File: src/rtl/fmul_arbiter_if.sv
// Requester-side bundle of the shared-multiplier arbiter: packed request
// operands in, one-hot grant and one-hot response strobe out.
//
// Handshake: a requester holds req[i] (with stable operands) until gnt[i] is
// seen; gnt[i] high consumes the request in that same cycle. The response is a
// single-cycle rsp_valid[i] strobe with rsp_data/rsp_err and no backpressure,
// so the requester must take it when it appears.
interface fmul_arbiter_if #(
    parameter int N = 4
);
    logic [N-1:0]    req;
    logic [32*N-1:0] req_a;
    logic [32*N-1:0] req_b;
    logic [N-1:0]    gnt;
    logic [N-1:0]    rsp_valid;
    logic [31:0]     rsp_data;
    logic            rsp_err;

    modport master (
        output req, req_a, req_b,
        input  gnt, rsp_valid, rsp_data, rsp_err
    );

    modport slave (
        input  req, req_a, req_b,
        output gnt, rsp_valid, rsp_data, rsp_err
    );
endinterface

File: src/rtl/fmul_arbiter.sv
// Round-robin arbiter sharing one pipelined fp32 multiplier among N requesters,
// with ID-tagged result return, enable/drain sequencing and an error counter.
module fmul_arbiter #(
    parameter int N   = 4,
    parameter int IDW = 2,
    parameter int LAT = 2,
    parameter int ECW = 16
) (
    input  logic              clk,
    input  logic              rst_n,
    input  logic              en,
    fmul_arbiter_if.slave     bus,
    output logic [31:0]       mul_a,
    output logic [31:0]       mul_b,
    input  logic [31:0]       mul_c,
    input  logic              mul_err,
    output logic              idle,
    output logic [1:0]        inflight,
    output logic [ECW-1:0]    err_cnt,
    output logic [1:0]        state_dbg
);

    typedef enum logic [1:0] {
        ST_STOP  = 2'd0,
        ST_RUN   = 2'd1,
        ST_DRAIN = 2'd2
    } state_t;

    state_t           state;
    state_t           state_nxt;
    logic             grant_ok;
    logic             gnt_any;
    logic [IDW-1:0]   gnt_id;
    logic [IDW-1:0]   rr_ptr;
    logic [LAT-1:0]   tag_v;
    logic [IDW-1:0]   tag_id [LAT];
    logic [N-1:0]     rsp_oh;
    logic             rsp_due;

    assign state_dbg = state;
    assign rsp_due   = tag_v[LAT-1];

    always_ff @(posedge clk or negedge rst_n) begin
        if (!rst_n) begin
            state <= ST_STOP;
        end else begin
            state <= state_nxt;
        end
    end

    // en always wins back RUN, so a brief en drop during DRAIN never idles.
    always_comb begin
        state_nxt = state;
        grant_ok  = 1'b0;
        case (state)
            ST_STOP: begin
                if (en) state_nxt = ST_RUN;
            end
            ST_RUN: begin
                grant_ok = 1'b1;
                if (!en) state_nxt = ST_DRAIN;
            end
            ST_DRAIN: begin
                if (en) begin
                    state_nxt = ST_RUN;
                end else if (tag_v == '0 && inflight == 2'd0) begin
                    state_nxt = ST_STOP;
                end
            end
            default: state_nxt = ST_STOP;
        endcase
    end

    always_comb begin
        int idx;
        gnt_any = 1'b0;
        gnt_id  = '0;
        idx     = 0;
        for (int k = 0; k < N; k++) begin
            idx = int'(rr_ptr) + k;
            if (idx >= N) idx = idx - N;
            if (grant_ok && !gnt_any && bus.req[idx]) begin
                gnt_any = 1'b1;
                gnt_id  = IDW'(idx);
            end
        end
    end

    always_comb begin
        bus.gnt = '0;
        mul_a   = '0;
        mul_b   = '0;
        if (gnt_any) begin
            bus.gnt[gnt_id] = 1'b1;
            mul_a = bus.req_a[32*gnt_id +: 32];
            mul_b = bus.req_b[32*gnt_id +: 32];
        end
    end

    always_comb begin
        rsp_oh = '0;
        rsp_oh[tag_id[LAT-1]] = 1'b1;
    end

    always_ff @(posedge clk or negedge rst_n) begin
        if (!rst_n) begin
            rr_ptr <= '0;
            tag_v  <= '0;
            for (int s = 0; s < LAT; s++) tag_id[s] <= '0;
        end else begin
            if (gnt_any) begin
                rr_ptr <= (int'(gnt_id) == N - 1) ? '0 : gnt_id + 1'b1;
            end
            tag_v[0]  <= gnt_any;
            tag_id[0] <= gnt_id;
            for (int s = 1; s < LAT; s++) begin
                tag_v[s]  <= tag_v[s-1];
                tag_id[s] <= tag_id[s-1];
            end
        end
    end

    // mul_c/mul_err belong to the id in the last tag stage; register them out.
    always_ff @(posedge clk or negedge rst_n) begin
        if (!rst_n) begin
            bus.rsp_valid <= '0;
            bus.rsp_data  <= '0;
            bus.rsp_err   <= 1'b0;
            err_cnt       <= '0;
        end else begin
            if (rsp_due) begin
                bus.rsp_valid <= rsp_oh;
                bus.rsp_data  <= mul_c;
                bus.rsp_err   <= mul_err;
                if (mul_err && err_cnt != '1) err_cnt <= err_cnt + 1'b1;
            end else begin
                bus.rsp_valid <= '0;
            end
        end
    end

    always_ff @(posedge clk or negedge rst_n) begin
        if (!rst_n) begin
            inflight <= 2'd0;
            idle     <= 1'b1;
        end else begin
            case ({gnt_any, rsp_due})
                2'b10:   inflight <= inflight + 2'd1;
                2'b01:   inflight <= inflight - 2'd1;
                default: inflight <= inflight;
            endcase
            idle <= (state_nxt == ST_STOP);
        end
    end

    a_inflight_bound: assert property (
        @(posedge clk) disable iff (!rst_n) (32'(inflight) <= LAT + 1)
    );

endmodule

File: src/flat_wrapper.sv
// flat-port wrapper written by rule: the top's interface ports become plain ports
module fmul_arbiter_flat 
#(
    parameter int N   = 4,
    parameter int IDW = 2,
    parameter int LAT = 2,
    parameter int ECW = 16
)
  (clk, rst_n, en, mul_a, mul_b, mul_c, mul_err, idle, inflight, err_cnt, state_dbg, bus_req, bus_req_a, bus_req_b, bus_gnt, bus_rsp_valid, bus_rsp_data, bus_rsp_err);
  fmul_arbiter_if #(.N(N)) bus_i ();
  input  logic clk;
  input  logic rst_n;
  input  logic en;
  output logic [31:0] mul_a;
  output logic [31:0] mul_b;
  input  logic [31:0] mul_c;
  input  logic mul_err;
  output logic idle;
  output logic [1:0] inflight;
  output logic [ECW-1:0] err_cnt;
  output logic [1:0] state_dbg;
  input wire logic [$bits(bus_i.req)-1:0] bus_req;
  input wire logic [$bits(bus_i.req_a)-1:0] bus_req_a;
  input wire logic [$bits(bus_i.req_b)-1:0] bus_req_b;
  output wire logic [$bits(bus_i.gnt)-1:0] bus_gnt;
  output wire logic [$bits(bus_i.rsp_valid)-1:0] bus_rsp_valid;
  output wire logic [$bits(bus_i.rsp_data)-1:0] bus_rsp_data;
  output wire logic [$bits(bus_i.rsp_err)-1:0] bus_rsp_err;
  assign bus_i.req = bus_req;
  assign bus_i.req_a = bus_req_a;
  assign bus_i.req_b = bus_req_b;
  assign bus_gnt = bus_i.gnt;
  assign bus_rsp_valid = bus_i.rsp_valid;
  assign bus_rsp_data = bus_i.rsp_data;
  assign bus_rsp_err = bus_i.rsp_err;
  fmul_arbiter #(.N(N), .IDW(IDW), .LAT(LAT), .ECW(ECW)) u_core (.clk(clk), .rst_n(rst_n), .en(en), .bus(bus_i), .mul_a(mul_a), .mul_b(mul_b), .mul_c(mul_c), .mul_err(mul_err), .idle(idle), .inflight(inflight), .err_cnt(err_cnt), .state_dbg(state_dbg));
endmodule
File: config.mk
export PLATFORM = sky130hd
export DESIGN_NAME = fmul_arbiter_flat
export DESIGN_NICKNAME = d
export VERILOG_FILES = /design/src/rtl/fmul_arbiter_if.sv /design/src/rtl/fmul_arbiter.sv /design/src/flat_wrapper.sv
export SDC_FILE = /design/constraint.sdc
export NUM_CORES = 1
export LEC_CHECK = 0
export CORE_AREA = 2 2 162 164
export CTS_CLUSTER_SIZE = 24
export DETAILED_ROUTE_END_ITERATION = 12
export DIE_AREA = 0 0 164 166
export HOLD_SLACK_MARGIN = 0.08
export PLACE_DENSITY = 0.65
export SLEW_MARGIN = 30
export SYNTH_ARGS = -nofsm -noshare
export SYNTH_HDL_FRONTEND = slang
export SYNTH_SLANG_ARGS = --single-unit
File: constraint.sdc
create_clock -name clk -period 4 [get_ports clk]
set_clock_uncertainty 0.2 [all_clocks]
set_input_delay 0.4 -clock clk [delete_from_list [all_inputs] [get_ports clk]]
set_output_delay 0.4 -clock clk [all_outputs]
set_load 0.005 [all_outputs]
; Word level (Yosys, flattened, before mapping)
; Index checks and enable logic that the tools add are counted.
[totals]
output_inout_bits = 126
word_cells = 102
input_bits = 296
reg_bits = 66
[op_classes]
n_mux = 40
n_shift = 2
eq_ne = 6
addsub = 11
n_reduce_logical = 20
order_cmp = 12
[ops]
columns = op, n
row1 = $shiftx 128x8->32, 2
row2 = $mux 32, 6
row3 = $lt 32x4->1 const B, 4
row4 = $ge 32x4->1 const B, 3
row5 = $sub 32x4->32 const B, 3
row6 = $mux 2, 9
row7 = $add 16x1->16 const B, 1
row8 = $ne 16x16->1 const B, 1
row9 = $mux 1, 15
row10 = $logic_and 1x1->1, 11
row11 = $bmux 1 s2, 4
row12 = $logic_not 2->1, 4
row13 = $mux 4, 2
row14 = $add 2x2->3 const B, 2
row15 = $eq 2x1->1 const B, 3
row16 = $lt 2x3->1 const B, 2
row17 = $pmux 2 s3, 1
row18 = $add 2x1->2 const B, 2
row19 = $demux 1 s2, 2
row20 = $eq 2x2->1 const B, 2
row21 = $ge 2x1->1 const B, 2
row22 = $pmux 2 s2, 1
row23 = $sub 2x3->4 const B, 1
row24 = $add 2x1->3 const B, 1
row25 = other kinds (5), 7

; Depth between registers and ports, before layout
[logic_depth]
word_depth = 24
ltp_mapped = 10
ltp_nobuf = 8

; Worst setup path after synthesis
; Ideal clock, no wire load.
[synth_path]
path_type = input -> output
from = in bus_req[2]
to = out mul_b[11]
t_required_ps = 3400
path_slack_ps = 1285
cell_stages = 9
arrival_time_ps = 2115
cell_sequence = clkbuf_2 -> or4b_1 -> a32o_2 -> and2_1 -> buf_2 -> buf_2 -> nand2_1 -> o211ai_1 -> a22o_1
[synth_between]
elab_chain_cells = 19
word_cells_on_any_way = 32
cone_classes = shift (1) / mux (21) / reduce/logical (10)
[synth_rtl]
columns = item, line_no
row1 = start: declaration, flat_wrapper.sv:22  ; input wire logic [$bits(bus_i.req)-1:0] bus_req;
row2 = $bmux 1 s2, fmul_arbiter.sv:82  ; if (grant_ok && !gnt_any && bus.req[idx]) begin
row3 = $mux 1 (implied by the code) (2 in a row), fmul_arbiter.sv:82
row4 = $logic_and 1x1->1, fmul_arbiter.sv:82
row5 = $mux 1, fmul_arbiter.sv:82
row6 = $logic_not 1->1, fmul_arbiter.sv:82
row7 = $logic_and 1x1->1 (2 in a row), fmul_arbiter.sv:82
row8 = $mux 1, fmul_arbiter.sv:82
row9 = $logic_not 1->1, fmul_arbiter.sv:82
row10 = $logic_and 1x1->1 (2 in a row), fmul_arbiter.sv:82
row11 = $mux 1, fmul_arbiter.sv:82
row12 = $logic_not 1->1, fmul_arbiter.sv:82
row13 = $logic_and 1x1->1 (2 in a row), fmul_arbiter.sv:82
row14 = $mux 2, fmul_arbiter.sv:82
row15 = $shiftx 128x8->32, fmul_arbiter.sv:96  ; mul_b = bus.req_b[32*gnt_id +: 32];
row16 = $mux 32 *, fmul_arbiter.sv:93  ; if (gnt_any) begin
row17 = end: declaration, flat_wrapper.sv:15  ; output logic [31:0] mul_b;
; Every way passes the cells marked *; elsewhere a longest branch is shown, timed or not. The select of a mux whose other input is x is not followed.

; Final worst setup path
[layout_path]
from = in bus_req[0]
to = out mul_a[30]
[layout_between]
elab_chain_cells = 19
word_cells_on_any_way = 32
cone_classes = shift (1) / mux (21) / reduce/logical (10)
[layout_rtl]
columns = item, line_no
row1 = $bmux 1 s2, fmul_arbiter.sv:82
row2 = $mux 1 (implied by the code) (2 in a row), fmul_arbiter.sv:82
row3 = $logic_and 1x1->1, fmul_arbiter.sv:82
row4 = $mux 1, fmul_arbiter.sv:82
row5 = $logic_not 1->1, fmul_arbiter.sv:82
row6 = $logic_and 1x1->1 (2 in a row), fmul_arbiter.sv:82
row7 = $mux 1, fmul_arbiter.sv:82
row8 = $logic_not 1->1, fmul_arbiter.sv:82
row9 = $logic_and 1x1->1 (2 in a row), fmul_arbiter.sv:82
row10 = $mux 1, fmul_arbiter.sv:82
row11 = $logic_not 1->1, fmul_arbiter.sv:82
row12 = $logic_and 1x1->1 (2 in a row), fmul_arbiter.sv:82
row13 = $mux 2, fmul_arbiter.sv:82
row14 = $shiftx 128x8->32, fmul_arbiter.sv:95  ; mul_a = bus.req_a[32*gnt_id +: 32];
row15 = $mux 32 *, fmul_arbiter.sv:93
row16 = end: declaration, flat_wrapper.sv:14  ; output logic [31:0] mul_a;
; Marks and branches as above.

==> summary.md <==
| Metric | Value |
|---|---|
| Outcome | completed |
| Most frequent cells in the layout | clkdlybuf4s50_1, nand2_1, nand3_1 |
| Area of the multi-input gates | about 4800 sq um |
| Worst vdd ir | 0.307 mV |
| WL final | 31300 um |
| Hold/Removal Path Class | register to register |
| Yosys warning total | 0 |
| Num CTS Buffers | 9 |
| Number of setup buffers added after CTS | 0 |
| Design Area, Final | ~12000 sq um |
| Clock root buffer | clkbuf_16 |
| Post-Synth XOR/XNOR Area | 0.0236 |
| Initial DRC count | ~770 |
| Initial Util | 0.275 |
| RSZ-0062 raised after global routing | no |
| Crit path top cell by count | clkdlybuf4s50_1 |
| Ys async rst share | 1.00 |
| CP cell instances | clkdlybuf4s50_1 -> or4b_1 -> a32o_2 -> a21oi_4 -> buf_12 -> buf_4 -> a22oi_1 -> o211ai_1 -> a22o_1 -> clkdlybuf4s50_1 |
| Unique cell type count in the Yosys netlist | 48 |
| Max Freq | 262 MHz |
| Max-slew violation count | 0 |
| DRT antenna net count | 0 |
| Initial antenna violation count | 2 |
| Max Root-Sink Buffers | 2 |
| Total congestion overflow | 0 |
| Switching power | just under 3 mW |
| Compound-gate portion of the synthesized area | 0.382 |
| Max cap viols | 0 |
| Clock latency on the worst-skew pair | around 320 ps |
| Setup crit start kind | primary input |
| Fin. Hold Viols | 0 |
| Cell area power density | 583 nW/um^2 |
| Placer Congestion | 0.876 |
| Period utilization | 0.955 |
| Setup CP Type | primary input to primary output |
| Detailed-routing iteration count for the pre-antenna-repair pass | 6 |
| Internal power | roughly 4 mW |
| Final setup violation count | 0 |
| Max incr delay on CP | 530 ps |
| Horiz. Die Dim | 164 um |
| Largest family of logic cells by synthesized area | compound AO/OA/AOI/OAI gates |
| Clock Pin Slew Worst Setup and Hold Paths | 50 ps |
| Port Buf Inserts | 421 |
| Drt wl/cell | 19.4 um |
| Placeable Area | roughly 26000 sq um |
| Fin Setup TNS | 0 ps |
| Syn_nets | 1209 |
| Slew headroom | 0.666 |
| Syn Inst Count | 911 |
| Slowest cell on crit path | or4b_1 |
| Via-to-Cell Ratio | 5.61 |
| I/O Pins | ~420 |
| CTS tree | done |
| Clock power frac | 0.103 |
| Ys flop type | dfrtp_1 |
| Register area share after synthesis | 0.235 |
| Post-Syn Area per Cell | 7.72 sq um |
| Largest net degree at the start of global routing | 61 |
| Clk sinks | 66 |
| H-tree depth | 3 |
| Top delay family on crit path | buffers and inverters |
| Overall power | about 7.0 mW |
| Critical Path RT | roughly 3400 ps |
| Post-route minimum period | 3820 ps |
| #FFs+latches synth | 66 |
| Rows | between 50 and 60 |
| Arrival time at the worst endpoint | 3220 ps |
| Aggregate global-route resource usage | 0.216 |
| Global-route wire length before repair | 47000 um |
| Post-Syn Area | a little over 7000 sq um |
| Vias in the first global route | 8465 |
| Die Span Y | 166 um |
| Fill cell count | 2459 |
| CP Max Fanout | 22 |
| Buf/Inv on CP | 4 |
| Die area | approximately 27000 sq um |
| Worst-margin pin slew | 501 ps |
| Gate power share | 0.745 |
| Min Hold Slack | 151 ps |
| Commonest non-fill, non-tap cell in the layout | clkdlybuf4s50_1 |
| Net count, final | 1576 |
| Simple-gate share of the synthesized area | 0.214 |
| Finished Core Util | 0.467 |
| Placed cell area | 11700 sq um |
| Switching portion of total power | 0.426 |
| Post-synthesis mux area share | 0.0542 |
| CP Capture Type | primary output |
| Lkg Pwr | 4.46 nW |
| Synth Area in Adders | 0.00356 |
| Ratio of cells with drive above 1 in the final layout | 0.0787 |
| Area grow syn2layout | 70.0% |
| Sequential share of power | 0.152 |
| Via count | a little over 9000 |
| Number of synthesized flops with an enable pin | 0 |
| Sequential cell area | 1650 sq um |
| DRC Markers | 0 |
| Hpwl dp | 23900 um |
[power by group through the flow]
stage	Clock (mW)	Combinational (mW)	Sequential (mW)
finish	0.721	5.19	1.06
global route	0.773	5.62	1.09
CTS	0.742	5.21	1.06
detailed placement	0	5.19	1.07
global placement	0	5.14	1.06
floorplan	0	2.85	1.05
[cells by family after synthesis]
family	Yosys count
compound gates	348
simple gates	325
buf+inv	117
flops	66
mux	34
xor+xnor	19
fa+ha+maj	2
[worst paths after layout]
kind	startpoint	end	slack, ps	depth (start not counted)
min in group asynchronous	rst_n	u_core.err_cnt[2]	400	2
worst max-delay path	bus_req[0]	mul_a[30]	180	10
worst min-delay path	u_core.tag_id[2]	u_core.tag_id[0]	150	0
worst min register to register	u_core.tag_id[2]	u_core.tag_id[0]	150	0
max in group asynchronous	rst_n	u_core.idle	2420	3
worst max register to register	u_core.rr_ptr[0]	u_core.rr_ptr[1]	1500	7
[timing repair]
action,in CTS,in global routing
hold buffers,1,0
hold endpoints to repair,39,0
gates resized for setup,0,0
[synthesized netlist by cell type (5+ instances only)]
cell type | n | share of area
dfrtp_1 | 65 | 0.23
nor2_1 | 17 | 0.0091
and2_1 | 5 | 0.0044
clkbuf_1 | 64 | 0.034
o211ai_1 | 129 | 0.14
inv_1 | 7 | 0.0037
xnor2_1 | 17 | 0.021
a22oi_1 | 129 | 0.14
mux2_2 | 33 | 0.053
nand4_1 | 6 | 0.0053
a21oi_1 | 6 | 0.0043
buf_2 | 19 | 0.014
nand2_1 | 138 | 0.074
nand3_1 | 134 | 0.095
a22o_1 | 64 | 0.080
buf_6 | 19 | 0.030
[per-stage QoR]
stage	cells	worst slack [ps]
floorplan	911	1290
global placement	1601	196
global route	1619	9.57
finish	1619	179
CTS	1618	166
detailed placement	1601	179
[registers in the layout, indices dropped and copies added (netlist names)]
name,count
u_core.tag_id,4
u_core.err_cnt,16
u_core.tag_v,2
u_core.rr_ptr,2
u_core.bus.rsp_err,1
u_core.inflight,2
u_core.idle,1
u_core.bus.rsp_data,32
u_core.state_dbg,2
u_core.bus.rsp_valid,4
[worst register-to-register path: stages (launching register included)]
cell and delay (ps):
dfrtp_1 400, or4b_1 510, a32o_2 310, a21oi_4 210
buf_12 230, a21oi_2 80, and2_1 190, a211o_1 260
[layout make-up]
type                            count  area share
Antenna cell                        1    0.000209
Tap cell                          335      0.0350
Sequential cell                    66       0.138
Clock inverter                      2    0.000837
Clock buffer                       14      0.0229
Multi-Input combinational cell    728       0.401
Inverter                            7     0.00220
Timing Repair Buffer              466       0.399
[metal layers]
layer,track usage,wire (um)
met3,0.0467,2760
met5,0,14
met4,0.0915,1350
met1,0.266,12400
met2,0.362,14800
Power figures use the tool's default switching activity.
